$ cat config.mk
export PLATFORM = sky130hd
export DESIGN_NAME = pipe_ctrl_stage_reg
export DESIGN_NICKNAME = d
export VERILOG_FILES = /design/src/rtl/pipe_ctrl_stage_reg.sv
export SDC_FILE = /design/constraint.sdc
export NUM_CORES = 1
export LEC_CHECK = 0
export BUFFER_PORTS_ARGS = -buffer_cell sky130_fd_sc_hd__buf_2
export CORE_ASPECT_RATIO = 1.75
export CORE_UTILIZATION = 40
export DETAILED_ROUTE_END_ITERATION = 12
export GPL_ROUTABILITY_DRIVEN = 0
export PLACE_DENSITY_LB_ADDON = 0.05
export SYNTH_ARGS = -nofsm -noshare
export SYNTH_HDL_FRONTEND = slang
export SYNTH_SLANG_ARGS = --single-unit
$ cat constraint.sdc
create_clock -name clk -period 3.1 [get_ports clk]
set_clock_uncertainty 0.05 [all_clocks]
set_input_delay 0.31 -clock clk [delete_from_list [all_inputs] [get_ports clk]]
set_output_delay 0.31 -clock clk [all_outputs]
set_load 0.05 [all_outputs]
$ cat src/rtl/pipe_ctrl_stage_reg.sv
// Inter-stage pipeline register: STAGES slots of {valid, ctrl, data} with stall, flush
// and a saturating count of valid instructions discarded by flush.
module pipe_ctrl_stage_reg #(
  parameter int unsigned CTRL_W = 4,
  parameter int unsigned DATA_W = 32,
  parameter int unsigned STAGES = 1,
  parameter int unsigned CNT_W  = 8
) (
  input  logic              clk,
  input  logic              reset_n,
  input  logic              stall,
  input  logic              flush,
  input  logic              valid_in,
  input  logic [CTRL_W-1:0] ctrl_in,
  input  logic [DATA_W-1:0] data_in,
  input  logic              cnt_clr,
  output logic              valid_out,
  output logic [CTRL_W-1:0] ctrl_out,
  output logic [DATA_W-1:0] data_out,
  output logic [CNT_W-1:0]  kill_cnt
);

  // Up to STAGES (<=4) slot valids plus valid_in can be killed in one edge.
  localparam int unsigned KillW = 3;
  localparam int unsigned SumW  = CNT_W + KillW;
  localparam logic [CNT_W-1:0] CntMax = '1;

  logic [STAGES-1:0]             valid_q, valid_d;
  logic [STAGES-1:0][CTRL_W-1:0] ctrl_q, ctrl_d;
  logic [STAGES-1:0][DATA_W-1:0] data_q, data_d;
  logic [CNT_W-1:0]              kill_q, kill_d;

  logic [KillW-1:0] kills;
  logic [SumW-1:0]  kill_sum;

  always_comb begin
    valid_d = valid_q;
    ctrl_d  = ctrl_q;
    data_d  = data_q;
    if (flush || !stall) begin
      valid_d[0] = valid_in;
      ctrl_d[0]  = valid_in ? ctrl_in : '0;
      data_d[0]  = data_in;
      for (int i = 1; i < STAGES; i++) begin
        valid_d[i] = valid_q[i-1];
        ctrl_d[i]  = ctrl_q[i-1];
        data_d[i]  = data_q[i-1];
      end
      // Data still shifts on flush; only valid and ctrl are forced to a bubble.
      if (flush) begin
        valid_d = '0;
        ctrl_d  = '0;
      end
    end
  end

  always_comb begin
    kills = KillW'(valid_in);
    for (int i = 0; i < STAGES; i++) begin
      kills = kills + KillW'(valid_q[i]);
    end
    kill_sum = SumW'(kill_q) + SumW'(kills);
    kill_d   = kill_q;
    if (cnt_clr) begin
      kill_d = '0;
    end else if (flush) begin
      kill_d = (kill_sum > SumW'(CntMax)) ? CntMax : kill_sum[CNT_W-1:0];
    end
  end

  always_ff @(posedge clk or negedge reset_n) begin
    if (!reset_n) begin
      valid_q <= '0;
      ctrl_q  <= '0;
      data_q  <= '0;
      kill_q  <= '0;
    end else begin
      valid_q <= valid_d;
      ctrl_q  <= ctrl_d;
      data_q  <= data_d;
      kill_q  <= kill_d;
    end
  end

  assign valid_out = valid_q[STAGES-1];
  assign ctrl_out  = ctrl_q[STAGES-1];
  assign data_out  = data_q[STAGES-1];
  assign kill_cnt  = kill_q;

endmodule

; After elaboration in Yosys (flattened, before gate mapping)
; Cells that the tools add are included.
[totals]
output_inout_bits = 45
inputBits = 42
wordCells = 16
register_bits = 45
[op_classes]
reduce_logical = 3
magnitude_cmp = 1
mux = 6
add_sub_neg = 2
[ops]
columns = operator, count
row1 = two-way mux 8 bit, 3
row2 = adder 8 x 2 -> 9 bit, 1
row3 = "> comparator 9 x 8 -> 1 bit, second input constant", 1
row4 = two-way mux 4 bit, 2
row5 = adder 1 x 1 -> 2 bit, 1
row6 = nonzero test 2 bit, 1
row7 = logical NOT 1 bit, 1
row8 = logical OR 1 bit, 1
row9 = two-way mux 1 bit, 1

; Depth between registers and ports, before layout
; Gate-level depths: netlist of the first run.
[logic_depth]
ltp_word = 6
ltp_mapped = 6
depth_no_buf = 5

; Worst setup path before layout of the first run
; Ideal clock, no wire load.
[synth_timing]
path_type = register to register
start = register valid_q, in the netlist valid_out
end = register kill_q[6], in the netlist kill_cnt[6]
stages_incl_launch_ff = 7
required_time_ns = 2.964
path_buffers = 1
slack_ns = 1.119
setup_ns = 0.086
arrival_ns = 1.845
synth_period_minus_slack_ns = 1.981
path_cell_list = dfrtp_1 fa_1 ha_1 and4_1 buf_6 and4_1 nor3_1
[synth_between]
elab_chain_len = 6
[synth_lines]
columns = item, line
row1 = start: declaration, 28  ; logic [STAGES-1:0] valid_q, valid_d;
row2 = start signal: assignment, 78  ; valid_q <= valid_d;
row3 = adder 1 x 1 -> 2 bit *, 60  ; kills = kills + KillW'(valid_q[i]);
row4 = adder 8 x 2 -> 9 bit *, 62  ; kill_sum = SumW'(kill_q) + SumW'(kills);
row5 = > comparator 9 x 8 -> 1 bit, 67  ; kill_d = (kill_sum > SumW'(CntMax)) ? CntMax : kill_sum[CNT_W-1:0];
row6 = two-way mux 8 bit *, 67
row7 = two-way mux 8 bit *, 66  ; end else if (flush) begin
row8 = two-way mux 8 bit *, 64  ; if (cnt_clr) begin
row9 = end signal: assignment, 81  ; kill_q <= kill_d;
row10 = end: declaration, 31  ; logic [CNT_W-1:0] kill_q, kill_d;
; Every way passes the cells marked *; elsewhere a longest branch is shown, timed or not. The select of a mux whose other input is x is not followed.
; A chain may end at the register's enable or synchronous reset.

; Worst setup path after layout of the first run
; Ends and elaborated chain as after synthesis.

==> results of run 1 <==
-- stage by stage --
step,setup WS (ps),area [um2],total power [W],std cells
global route,1180,2520,0.00140,271
CTS,1300,2520,0.00136,271
detailed placement,1230,2430,0.000990,263
finish,1310,2520,0.00134,271
global placement,1270,2430,0.000983,263
floorplan,1120,2030,0.000900,134
-- cell usage in the layout, fill, tap and decap left out, types with 2 or more instances in the layout --
cell / instances
sky130_fd_sc_hd__buf_2: 86
sky130_fd_sc_hd__dfrtp_1: 45
sky130_fd_sc_hd__mux2_4: 30
sky130_fd_sc_hd__a21oi_1: 6
sky130_fd_sc_hd__nor2_1: 6
sky130_fd_sc_hd__clkbuf_8: 5
sky130_fd_sc_hd__and4_1: 4
sky130_fd_sc_hd__nor2b_1: 3
sky130_fd_sc_hd__nand2_1: 3
sky130_fd_sc_hd__a31oi_1: 2
sky130_fd_sc_hd__nor3_1: 2
sky130_fd_sc_hd__a211oi_1: 2
sky130_fd_sc_hd__a211oi_2: 2
sky130_fd_sc_hd__a22oi_1: 2
sky130_fd_sc_hd__nand3b_1: 2
sky130_fd_sc_hd__mux2_1: 2
-- logic make-up after synthesis --
family | after synthesis | synth area share (%)
fa+ha+maj | 2 | 1.60
simple gates | 25 | 7.41
mux | 32 | 23.3
buf+inv | 10 | 4.69
flops | 45 | 55.6
compound gates | 20 | 7.41
-- routing by layer --
metal	routed length, um	part of all wire, %	vias up	GRT usage, %
li1	-	-	649	-
met1	1660	39	680	18.3
met2	2310	54	51	30.5
met3	255	6.0	5	3.36
met4	59	1.4	0	5.49
met5	0	0	-	0
-- cell type report --
| class | instances | area (um2) |
|---|---|---|
| clock buffers | 5 | 68.8 |
| clock inverters | 3 | 21.3 |
| fillers | 437 | 2270 |
| inverters | 1 | 3.75 |
| multi-input cells | 79 | 806 |
| flip-flops and latches | 45 | 1130 |
| well taps | 52 | 65.1 |
| repair buffers | 86 | 430 |
-- power groups by stage --
stage	Clock, W	Combinational, W	Sequential (W)
finish	0.000366	0.000326	0.000649
global route	0.000404	0.000344	0.000654
CTS	0.000383	0.000331	0.000650
detailed placement	0	0.000330	0.000661
global placement	0	0.000324	0.000659
floorplan	0	0.0000957	0.000804
-- registers in the layout, indices dropped and copies added (netlist names) --
register   flops
data_out      32
valid_out      1
kill_cnt       8
ctrl_out       4
-- final timing paths --
| check | start | to | slack, ps | cells after the start |
|---|---|---|---|---|
| worst max register to register | valid_out$_DFFE_PN0P_ | kill_cnt[6]$_DFFE_PN0P_ | 1310 | 5 |
| worst min register to register | data_out[3]$_DFFE_PN0P_ | data_out[3]$_DFFE_PN0P_ | 450 | 1 |
| worst max-delay path | valid_out$_DFFE_PN0P_ | kill_cnt[6]$_DFFE_PN0P_ | 1310 | 5 |
| max in group asynchronous | reset_n | data_out[0]$_DFFE_PN0P_ | 2260 | 1 |
| min in group clk | data_in[3] | data_out[3]$_DFFE_PN0P_ | 180 | 2 |
| worst min-delay path | reset_n | data_out[19]$_DFFE_PN0P_ | 120 | 1 |
==> results.json, run 1 <==
{
  "critical-path-slowest-cell": "sky130_fd_sc_hd__dfrtp_1",
  "grt_pass1_vias": 1476,
  "first_iter_violations": 56,
  "final-setup-viol-count": 0,
  "power_switching_w": 0.000446,
  "synth_top_area_cell": "sky130_fd_sc_hd__dfrtp_1",
  "synthCells": 134,
  "grt_first_pass_wirelength_um": 6820,
  "cts.hold.buffers_added": 0,
  "number_of_enable_type_register_cells_in_the_synthesized_netlist": 0,
  "post_drt_via_cell_ratio": 5.11,
  "route.final.wire_length_um": 4280,
  "max-vdd-ir-drop_mv": 0.322,
  "path_common_cell": "sky130_fd_sc_hd__and4_1",
  "path_class_of_the_lowest_slack_min_delay_path": "in2async",
  "grt_antenna_before_repair": 0,
  "synth.yosys.warnings": 0,
  "criticalPathCategory": "reg2reg",
  "startpoint_type": "flop",
  "worst_path_required_time_ps": 3270,
  "routed-via-count": 1385,
  "final_hold_violations": 0,
  "slew_headroom_pct": 33.5,
  "power_switching_share_pct": 33.2,
  "seq_power_share_pct": 48.4,
  "worstPathCellList": "fa_1 -> ha_1 -> and4_1 -> and4_1 -> nor3_1",
  "post-cts-setup-buffer-count": 0,
  "share_comb_of_total_power_pct": 24.3,
  "synth_seq_area_share_pct": 55.6,
  "drive_gt1_share_pct": 58.9,
  "netlist_area_um2": 2030,
  "clockPowerShare_pct": 27.3,
  "timing.fmax_ghz": 0.558,
  "floorplan.die_area_um2": 5370,
  "post_cts_resize_count": 0,
  "outcome": "finished clean",
  "ctsHtreeMaxLevel": 2,
  "slew_violations": 0,
  "timing.critical_path.max_delay_family": "adder cells",
  "number_of_nets_in_the_synthesized_netlist": 178,
  "fp-row-count": 33,
  "antenna_cells_inserted": 0,
  "postSynthRegisterBits": 45,
  "grt_max_degree": 46,
  "route.detailed.drc": 0,
  "area_growth_pct": 24.4,
  "synth_top_flop_cell": "sky130_fd_sc_hd__dfrtp_1",
  "worstSetupEndpointType": "flop",
  "tightestPinTransition_ps": 998,
  "max_cap_violations": 0,
  "dieWidth_um": 55.8,
  "cts.path.max_buffers": 2,
  "detailed_place_hpwl_um": 3070,
  "path_max_fanout": 7,
  "power-per-cell-area_nw_per_um2": 532,
  "cts_inserted_buffers": 5,
  "synth_largest_type_area_fraction_pct": 55.6,
  "area_contributors_post_synth": "sky130_fd_sc_hd__dfrtp_1 56%, sky130_fd_sc_hd__mux2_4 22%, sky130_fd_sc_hd__buf_8 2.2%, sky130_fd_sc_hd__and4_1 1.7%, sky130_fd_sc_hd__a21oi_1 1.5%",
  "hold_slack_final_ps": 121,
  "cts.clk_slew.worst_paths_ps": 90,
  "detail_route.wl_per_cell_um": 15.8,
  "internal-power_w": 0.000895,
  "async_flop_share_pct": 100,
  "path_buf_inv": 0,
  "fin_crit_sh_pct": 57.8,
  "clock_latency_ps": 290,
  "finalNetCount": 262,
  "grt_use_total_pct": 16.3,
  "ios": 87,
  "die_h_um": 96.2,
  "slowest_delay_ps": 410,
  "setup_total_negative_slack_ps": 0,
  "portBuffers": 86,
  "avgSynthCellArea_um2": 15.1,
  "drt_pass1_iterations": 5,
  "commonest_cells_post_synth": "45 x sky130_fd_sc_hd__dfrtp_1, 30 x sky130_fd_sc_hd__mux2_4, 6 x sky130_fd_sc_hd__a21oi_1, 6 x sky130_fd_sc_hd__nor2_1, 4 x sky130_fd_sc_hd__and4_1",
  "rsz_0062_raised_after_global_routing": "no",
  "detail-route-antenna-nets": 0,
  "power.leakage_nw": 1.34,
  "synth_cell_types": 33,
  "clock_sinks": 45,
  "fp.coreArea_um2": 4790,
  "cp.arrival_ps": 1960,
  "cts_tree": "done",
  "layout_min_cycle_time_ps": 1790,
  "overflow": 0,
  "starting_density_of_the_core_pct": 42.3,
  "finalCoreUtilization_pct": 52.6,
  "cts-root-buf": "sky130_fd_sc_hd__clkbuf_8",
  "synth.most_common_cell": "sky130_fd_sc_hd__dfrtp_1"
}
Note: power is estimated with default switching activity, not from simulation.
==> run 2: changes to the inputs <==
- clock period: 3.1 -> 1.8 ns (I/O delays scaled with it)
==> run 2 against run 1 <==
First-iteration DRC count decreased by 41%. Count of clock-buffer cells in the layout increased by 2. Combinational power increased by 78%. Sequential cell count unchanged. Sequential power increased by 73%. Highest routed layer unchanged.
==> results.json, run 2 (synthesis results as in run 1) <==
{
  "outcome": "finished clean",
  "worstSetupEndpointType": "flop",
  "largest_register_ffs": 32,
  "worstPathCellList": "fa_2 -> ha_4 -> and4_2 -> and4_1 -> nor3_1",
  "rsz_0062_raised_after_global_routing": "no",
  "setup_total_negative_slack_ps": 0,
  "drive_gt1_share_pct": 61.9,
  "cts-root-buf": "sky130_fd_sc_hd__clkbuf_8",
  "starting_density_of_the_core_pct": 42.3,
  "slew_headroom_pct": 72.5,
  "antenna_cells_inserted": 0,
  "cts_tree": "done",
  "criticalPathCategory": "reg2reg",
  "detail-route-antenna-nets": 0,
  "power-per-cell-area_nw_per_um2": 936,
  "final_hold_violations": 0,
  "route.detailed.drc": 0,
  "overflow": 0,
  "cts_inserted_buffers": 5,
  "final-setup-viol-count": 0,
  "setup_slack_ps": 88.9,
  "path_class_of_the_lowest_slack_min_delay_path": "in2reg",
  "tightestPinTransition_ps": 412,
  "die_h_um": 96.2,
  "post_drt_via_cell_ratio": 5.08,
  "grt_pass1_vias": 1471,
  "slew_violations": 0,
  "grt_antenna_before_repair": 0,
  "critical-path-slowest-cell": "sky130_fd_sc_hd__dfrtp_2",
  "area_growth_pct": 30.1,
  "grt_first_pass_wirelength_um": 7080,
  "ios": 87,
  "mostFrequentLayoutCell": "sky130_fd_sc_hd__buf_2",
  "layout_min_cycle_time_ps": 1710,
  "portBuffers": 86,
  "power.leakage_nw": 1.38,
  "leading_cell_types_in_the_layout_fill_and_taps_excluded": "86 x sky130_fd_sc_hd__buf_2, 43 x sky130_fd_sc_hd__dfrtp_1, 30 x sky130_fd_sc_hd__mux2_4",
  "route.final.wire_length_um": 4340,
  "first_iter_violations": 33,
  "grt_max_degree": 21,
  "clock_sinks": 45,
  "final-instance-count-excl-fill": 278,
  "hold_path.startpoint": "data_in[3]",
  "timing.fmax_ghz": 0.584,
  "startpoint_type": "flop",
  "detailed_place_hpwl_um": 3240,
  "clock_latency_ps": 290,
  "cp.arrival_ps": 1870,
  "floorplan.die_area_um2": 5370,
  "detail_route.wl_per_cell_um": 15.6,
  "worst_setup_path_startpoint": "kill_cnt[0]$_DFFE_PN0P_",
  "drt_pass1_iterations": 3,
  "cts.path.max_buffers": 2,
  "critical_path.reg2reg.startpoint": "kill_cnt[0]$_DFFE_PN0P_",
  "place_inst": 268,
  "grt_use_total_pct": 16.9,
  "ctsHtreeMaxLevel": 2,
  "routed-via-count": 1412,
  "cts.clk_slew.worst_paths_ps": 80,
  "max-vdd-ir-drop_mv": 0.569,
  "place_ws_ps": 58.4,
  "fin_crit_sh_pct": 95.1,
  "slowest_delay_ps": 420,
  "path_max_fanout": 7,
  "max_cap_violations": 0,
  "dieWidth_um": 55.8,
  "fp-row-count": 33,
  "finalNetCount": 269,
  "fp.coreArea_um2": 4790,
  "worst_path_required_time_ps": 1960
}
run 2: area by class of cell:
class	count	area [um2]
Fill cell	419	2150
Sequential cell	45	1130
Multi-Input combinational cell	79	826
Timing Repair Buffer	93	498
Clock buffer	7	86.3
Tap cell	52	65.1
Clock inverter	1	30.0
Inverter	1	3.75
run 2: layer usage:
metal	share of wire (%)	GRT usage [%]
met5	0	0
met4	1.4	5.49
met3	4.7	3.63
met2	55	30.7
met1	39	19.7
run 2: path summary, 6_finish.rpt:
check	cells after the start	to	slack, ps
min in group asynchronous	2	data_out[25]$_DFFE_PN0P_	300
worst min-delay path	2	data_out[3]$_DFFE_PN0P_	60
worst min register to register	1	data_out[2]$_DFFE_PN0P_	440
worst max-delay path	5	kill_cnt[6]$_DFFE_PN0P_	90
max in group asynchronous	3	valid_out$_DFFE_PN0P_	850
worst max register to register	5	kill_cnt[6]$_DFFE_PN0P_	90
run 2: what timing repair did:
action | CTS | global route
buffers inserted | 0 | 1
hold endpoints to repair | 17 | 0
setup endpoints to repair | 0 | 1
gates resized for setup | 0 | 1
hold buffers | 1 | 0
run 2: critical path: cells and delay by family (launching register included):
family,cells,cell delay [ps]
simple gates,3,550
flops,1,420
fa+ha+maj,2,600
run 2: per-stage QoR:
step | hold WS [ps] | power [W] | cell area, um2 | utilization (%)
after floorplan | -166 | 0.00155 | 2050 | -
after global placement | 77.9 | 0.00171 | 2500 | 52.2
after detailed placement | 85.0 | 0.00172 | 2500 | 52.2
after CTS | 56.8 | 0.00250 | 2630 | 54.9
after global routing | 47.3 | 0.00258 | 2640 | 55.1
final | 61.8 | 0.00247 | 2640 | 55.1
run 2: power by group:
group          leakage (nW)  internal (W)  switching, W
Sequential            0.548       0.00108     0.0000405
Clock                0.0585      0.000452      0.000315
Combinational         0.776      0.000202      0.000379
Total                  1.38       0.00173      0.000734
